<file path="config.mk">
export PLATFORM = sky130hd
export DESIGN_NAME = mem_scan_initiator
export DESIGN_NICKNAME = d
export VERILOG_FILES = /design/src/rtl/mem_scan_initiator.sv
export SDC_FILE = /design/constraint.sdc
export NUM_CORES = 1
export LEC_CHECK = 0
export ABC_AREA = 1
export BUFFER_PORTS_ARGS = -buffer_cell sky130_fd_sc_hd__buf_2
export CORE_AREA = 2 2 204 206
export CTS_CLUSTER_DIAMETER = 60
export DETAILED_ROUTE_END_ITERATION = 10
export DIE_AREA = 0 0 206 208
export PLACE_DENSITY = 0.54
export SLEW_MARGIN = 30
export SYNTH_ARGS = -nofsm -noshare
export SYNTH_HDL_FRONTEND = slang
export SYNTH_SLANG_ARGS = --single-unit
</file>
<file path="constraint.sdc">
create_clock -name i_clock -period 4.85 [get_ports i_clock]
set_input_delay 0.485 -clock i_clock [delete_from_list [all_inputs] [get_ports i_clock]]
set_output_delay 0.485 -clock i_clock [all_outputs]
set_load 0.03 [all_outputs]
</file>
<file path="src/rtl/mem_scan_initiator.sv">
// mem_scan_initiator
//   Bus initiator that sweeps a word range of a single-word request/ready memory.
//   FILL writes a constant to every word; VERIFY reads every word and counts the
//   words that differ from the constant.
// Ports
//   i_clock, i_reset         clock, asynchronous active-low reset
//   i_start, i_mode          start command (taken in IDLE only), 0 = FILL, 1 = VERIFY
//   i_base, i_count, i_value operation arguments, captured on start
//   o_busy, o_done           sweep in progress / one-cycle completion pulse
//   o_error, o_error_count,  VERIFY result: any mismatch, saturating mismatch count,
//   o_first_error_address    byte address of the first mismatch
//   o_request, o_rw,         bus request, direction (1 = write), byte address,
//   o_address, o_wdata       write data
//   i_rdata, i_ready         bus read data and completion from the responder
module mem_scan_initiator #(
    parameter int unsigned WIDTH      = 32,
    parameter int unsigned ADDR_LSH   = 2,
    parameter int unsigned COUNT_BITS = 24
) (
    input  logic                  i_clock,
    input  logic                  i_reset,
    input  logic                  i_start,
    input  logic                  i_mode,
    input  logic [31:0]           i_base,
    input  logic [COUNT_BITS-1:0] i_count,
    input  logic [WIDTH-1:0]      i_value,
    output logic                  o_busy,
    output logic                  o_done,
    output logic                  o_error,
    output logic [COUNT_BITS-1:0] o_error_count,
    output logic [31:0]           o_first_error_address,
    output logic                  o_request,
    output logic                  o_rw,
    output logic [31:0]           o_address,
    output logic [WIDTH-1:0]      o_wdata,
    input  logic [WIDTH-1:0]      i_rdata,
    input  logic                  i_ready
);

    typedef enum logic [1:0] {StIdle, StReq, StRelease, StDone} state_t;

    state_t                state_q, state_d;
    logic [31:0]           base_q;
    logic [COUNT_BITS-1:0] count_q;
    logic [WIDTH-1:0]      value_q;
    logic                  mode_q;
    logic [COUNT_BITS-1:0] index_q, index_d;
    logic [COUNT_BITS-1:0] err_cnt_q, err_cnt_d;
    logic [31:0]           first_addr_q, first_addr_d;
    logic                  capture;
    logic [31:0]           cur_addr;

    // Address arithmetic wraps modulo 2^32.
    assign cur_addr = base_q + (32'(index_q) << ADDR_LSH);

    always_comb begin
        state_d      = state_q;
        index_d      = index_q;
        err_cnt_d    = err_cnt_q;
        first_addr_d = first_addr_q;
        capture      = 1'b0;
        unique case (state_q)
            StIdle: begin
                if (i_start) begin
                    capture      = 1'b1;
                    index_d      = '0;
                    err_cnt_d    = '0;
                    first_addr_d = '0;
                    state_d      = (i_count == '0) ? StDone : StReq;
                end
            end
            StReq: begin
                if (i_ready) begin
                    if (mode_q && (i_rdata != value_q)) begin
                        if (err_cnt_q != '1) err_cnt_d = err_cnt_q + 1'b1;
                        // Error count is cleared on start, so zero means no mismatch yet.
                        if (err_cnt_q == '0) first_addr_d = cur_addr;
                    end
                    index_d = index_q + 1'b1;
                    state_d = StRelease;
                end
            end
            StRelease: begin
                // Hold off the next request until the responder has dropped ready.
                if (!i_ready) state_d = (index_q == count_q) ? StDone : StReq;
            end
            StDone: state_d = StIdle;
            default: state_d = StIdle;
        endcase
    end

    always_ff @(posedge i_clock or negedge i_reset) begin
        if (!i_reset) begin
            state_q      <= StIdle;
            base_q       <= '0;
            count_q      <= '0;
            value_q      <= '0;
            mode_q       <= 1'b0;
            index_q      <= '0;
            err_cnt_q    <= '0;
            first_addr_q <= '0;
        end else begin
            state_q      <= state_d;
            index_q      <= index_d;
            err_cnt_q    <= err_cnt_d;
            first_addr_q <= first_addr_d;
            if (capture) begin
                base_q  <= i_base;
                count_q <= i_count;
                value_q <= i_value;
                mode_q  <= i_mode;
            end
        end
    end

    // Outputs decode straight from the state register so reset clears them at once.
    assign o_request             = (state_q == StReq);
    assign o_rw                  = o_request & ~mode_q;
    assign o_address             = o_request ? cur_addr : '0;
    assign o_wdata               = (o_request && !mode_q) ? value_q : '0;
    assign o_busy                = (state_q == StReq) || (state_q == StRelease);
    assign o_done                = (state_q == StDone);
    assign o_error               = (err_cnt_q != '0);
    assign o_error_count         = err_cnt_q;
    assign o_first_error_address = first_addr_q;

endmodule

</file>
=== Word level (Yosys, flattened, before mapping) ===
Cells that the tools add are included.

* Word-level logic and storage cells: 60
* Output and inout port bits: 125
* Register bits after elaboration: 171

* Add/subtract/negate cells: 3
* Bitwise operators: 2
* Mux-type cells: 22
* Reductions and logical operators: 13
* Equal/unequal tests: 12

{| class="wikitable"
|+ Operator list
! operator !! number
|-
| $mux 32 || 6
|-
| $mux 24 || 5
|-
| $pmux 24 s2 || 2
|-
| $pmux 32 s2 || 1
|-
| $add 24x1->24 const B || 2
|-
| $logic_not 24->1 || 2
|-
| $add 32x26->32 || 1
|-
| $ne 32x32->1 || 1
|-
| $eq 24x24->1 || 1
|-
| $ne 24x24->1 const B || 1
|-
| $reduce_bool 24->1 || 1
|-
| $mux 2 || 5
|-
| $reduce_and 5->1 || 2
|-
| $ne 2x1->1 const B || 4
|-
| $pmux 2 s4 || 1
|-
| $reduce_and 3->1 || 2
|-
| $eq 2x2->1 const B || 2
|-
| $ne 2x2->1 const B || 2
|-
| $eq 2x1->1 const B || 1
|-
| $logic_and 1x1->1 || 2
|-
| $logic_not 2->1 || 1
|-
| $mux 1 || 2
|-
| $reduce_bool 2->1 || 1
|-
| $and 1x1->1 || 1
|-
| 3 further kinds || 3
|}

=== Depth between registers and ports, before layout ===
* Word-level depth: 5
* Depth in mapped cells: 15
* Mapped depth without buffers: 15

=== Worst setup path before layout ===
Ideal clock, no wire load.

* Path type: flip-flop to output port
* Start: register state_q[1]
* End: output port o_wdata[10]
* Data required time: 4,365 ps
* Cell stages (with the launch flop): 9
* Path buffers: 2
* Arrival: 2,312 ps
* Setup slack: 2,053 ps
* Cell sequence: dfrtp_1 inv_1 ha_1 buf_4 inv_2 nor2_1 inv_2 clkbuf_1 nor2_1

* Word-level cells in the longest chain between the ends: 3

{| class="wikitable"
|+ RTL lines
! element !! line !! RTL
|-
| from (decl) || 42 || <nowiki>state_t state_q, state_d;</nowiki>
|-
| from (signal assigned) || 94 || <nowiki>state_q <= StIdle;</nowiki>
|-
| from (signal assigned) || 103 || <nowiki>state_q <= state_d;</nowiki>
|-
| $eq 2x1->1 || 117 || <nowiki>assign o_request = (state_q == StReq);</nowiki>
|-
| net o_request || 32 || <nowiki>output logic o_request,</nowiki>
|-
| $logic_and 1x1->1 || 120 || <nowiki>assign o_wdata = (o_request && !mode_q) ? value_q : '0;</nowiki>
|-
| $mux 32 || 120 ||
|-
| to (decl) || 35 || <nowiki>output logic [WIDTH-1:0] o_wdata,</nowiki>
|}

The timed path passes the listed nets, and every way through them passes these cells.

=== Worst setup path in the final report ===
* Start: register index_q[0]
* End: output port o_address[22]

* Word-level cells in the longest chain between the ends: 2

{| class="wikitable"
|+ RTL lines
! element !! line !! RTL
|-
| from (decl) || 47 || <nowiki>logic [COUNT_BITS-1:0] index_q, index_d;</nowiki>
|-
| from (signal assigned) || 104 || <nowiki>index_q <= index_d;</nowiki>
|-
| $add 32x26->32 || 54 || <nowiki>assign cur_addr = base_q + (32'(index_q) << ADDR_LSH);</nowiki>
|-
| $mux 32 || 119 || <nowiki>assign o_address = o_request ? cur_addr : '0;</nowiki>
|-
| to (decl) || 34 || <nowiki>output logic [31:0] o_address,</nowiki>
|}

No other way between the ends.

==> impl_metrics.yaml <==
cts:
  htreeDepth: 4
  holdBufCountCts: 0
  clock_sinks: 171
  clockBufferDepth: 2
  post_cts_buffers: 0
  cts_tree: "yes"
  clock_latency_ns: 0.45
  numCtsBuffers: 17
  cts_root_buffer: "clkbuf_16"
  cts_resized: 0
  clk_pin_slew_ns: 0.07
detailed_routing:
  drt.antenna.violating_nets: 0
  wl_per_cell_um: 15.5
  wl_um: 38700
  drt_iter0_drc: 794
  vias_per_cell: 4.56
  route.detailed.drc: 0
  num_vias: 11413
  drt-pass1-iter-count: 7
logic_synthesis:
  synth_flop_cell: "dfrtp_1"
  synth_edf_count: 0
  yosysSeqAreaShare_pct: 38.0
  syn_nets: 1889
  synth.area.top_cells: "dfrtp_1, nand2_1, inv_1, nor2_1, o21ai_0"
  ys_types: 43
  synth_top_area_share_pct: 38.0
  synthArstFlopShare_pct: 100
  yosys_register_bits: 171
  synth.avg_cell_area_um2: 6.50
  syn_area_um2: 11300
  yosys.area.top_type: "dfrtp_1"
  syn-instance-count: 1731
  yosysWarningCount: 0
floorplan:
  core_um2: 40600
  core.rowCount: 74
  die-height_um: 208
  dieArea_um2: 42800
  start_util_pct: 27.8
  ioPinCount: 250
  fp.dieW_um: 206
global_routing:
  grt_pass1_wl_um: 60700
  antenna_found_initial: 1
  grt_max_degree: 97
  overflow: 0
  grt_pass1_vias: 10814
  grt.total_usage_pct: 18.2
worst_hold_path:
  hold_path_class: "input pin to asynchronous set/reset pin"
placed_design:
  io_buffers: 249
  place_area_um2: 13100
  dp_hpwl_um: 30500
  dp_cells: 2474
  place_congestion: 0.883
pwr:
  p_leak_nw: 7.43
  p_per_area_nw_per_um2: 526
  peakVddDrop_mv: 0.290
worst_setup_path:
  crit_fanout: 6
  cp.required_ns: 4.37
  critPathLaunchType: "flip-flop"
  worstSetupEndpointType: "output pin"
  rrSetupSlack_ns: 1.84
  r2r_start: "state_q[0]"
  critPathArrivalTime_ns: 2.88
  crit_path_start: "index_q[0]"
  crit_type: "flip-flop to output pin"
  reg2reg_depth: 12
  r2r_end: "o_first_error_address[31]"
layout:
  drive_gt1_share_pct: 16.2
  postLayoutCellArea_um2: 13600
  area_delta_synth_final_pct: 21.1
  layoutNonFillerInstCount: 2505
  nets: 2119
  final_util_pct: 33.6
timing:
  hold_viol: 0
  whs_ns: 0.0304
  period_minus_slack_ns: 3.36
  slew_headroom_pct: 45.5
  finalCritPeriodShare_pct: 69.4
  report.final.slew_viol_count: 0
  timing.setup.tns_ns: 0
  tightest_slew_ns: 0.818
  fin_skew_ns: 0.00893
  rsz0062_at_grt: "no"
  setup_viol_count_final: 0
  timing.fmax_ghz: 0.297
job:
  drv_cap: 0
status:
  status: "finished, final reports clean"
kinds of logic after synthesis:
| kind of cell | count (synthesis) | synth area share, % |
|---|---|---|
| simple gates | 1049 | 38.6 |
| xor+xnor | 31 | 2.41 |
| fa+ha+maj | 33 | 3.73 |
| flops | 171 | 38.0 |
| compound gates | 162 | 7.41 |
| buf+inv | 285 | 9.80 |
worst max-delay path, stage by stage, from the launching register on:
cell and delay (ns):
dfrtp_1 0.45, ha_1 0.23, inv_1 0.07, fa_1 0.36, inv_1 0.14, nand3_1 0.09, nand3_1 0.18, nand3_1 0.10
nand3_1 0.17, nand2_1 0.08, nand2_1 0.08, nor2_1 0.04, nor2_1 0.19, buf_2 0.24
cell type report:
cell class / instances / area (um2)
clock inverters: 7 / 90.1
flip-flops and latches: 171 / 4280
well taps: 532 / 666
repair buffers: 256 / 1330
inverters: 240 / 902
diodes: 1 / 2.50
clock buffers: 23 / 488
multi-input cells: 1275 / 5880
fillers: 4514 / 26900
per-layer routing:
metal,track usage [%],routed length [um],vias to the layer above
li1,-,-,5844
met1,25.4,18400,5241
met2,29.0,17600,304
met3,3.35,2230,24
met4,4.31,437,0
met5,0,0,-
synth_stat cells, types with 2 or more instances:
| master | count |
|---|---|
| nand2_1 | 664 |
| inv_1 | 229 |
| nor2_1 | 202 |
| dfrtp_1 | 171 |
| o21ai_0 | 101 |
| nand3_1 | 62 |
| nand4_1 | 50 |
| a21oi_1 | 42 |
| ha_1 | 32 |
| nor3_1 | 29 |
| clkbuf_1 | 27 |
| xnor2_1 | 16 |
| xor2_1 | 15 |
| inv_2 | 10 |
| o21ai_1 | 10 |
| buf_2 | 9 |
| nor4_1 | 7 |
| and2_1 | 6 |
| buf_1 | 5 |
| or2_2 | 5 |
| nand2_2 | 4 |
| nor2_2 | 4 |
| nand3_2 | 3 |
| o21a_1 | 3 |
| buf_4 | 2 |
| buf_6 | 2 |
| nor2_4 | 2 |
| nor3_2 | 2 |
| nor3b_1 | 2 |
| or2_1 | 2 |
power breakdown:
part           switching [mW]  internal (mW)
combinational            2.59          0.970
sequential              0.343           1.89
clock                   0.582          0.805
total                    3.51           3.67
per-stage QoR:
| stage | power (mW) | worst slack (ns) |
|---|---|---|
| CTS | 7.29 | 1.40 |
| finish | 7.18 | 1.49 |
| global route | 7.78 | 1.14 |
| global placement | 5.83 | 1.85 |
| floorplan | 4.69 | 2.05 |
| detailed placement | 5.85 | 1.84 |
registers in the layout, summed over array words and instances (netlist names):
| name | count |
|---|---|
| base_q | 32 |
| state_q | 2 |
| count_q | 24 |
| o_error_count | 24 |
| value_q | 32 |
| index_q | 24 |
| o_first_error_address | 32 |
| mode_q | 1 |
cell usage in the layout, fill, tap and decap left out, drive strengths merged, types with 23 or more instances in the layout:
cell	count
a21oi	42
nand2	668
o21ai	111
dfrtp	171
nor3	31
clkbuf	23
ha	32
inv	238
nand4	51
nor2	208
nand3	65
buf	256
worst max-delay path by stage:
stage / end / slack, ns / depth (start not counted)
6_report: o_address[22] / 1.49 / 13
3_3_place_gp: o_first_error_address[31] / 1.85 / 11
2_1_floorplan: o_wdata[10] / 2.05 / 8
3_5_place_dp: o_first_error_address[31] / 1.84 / 12
5_1_grt: o_address[22] / 1.14 / 13
4_1_cts: o_address[22] / 1.40 / 13
No activity file was read; power rests on OpenSTA's default activity.
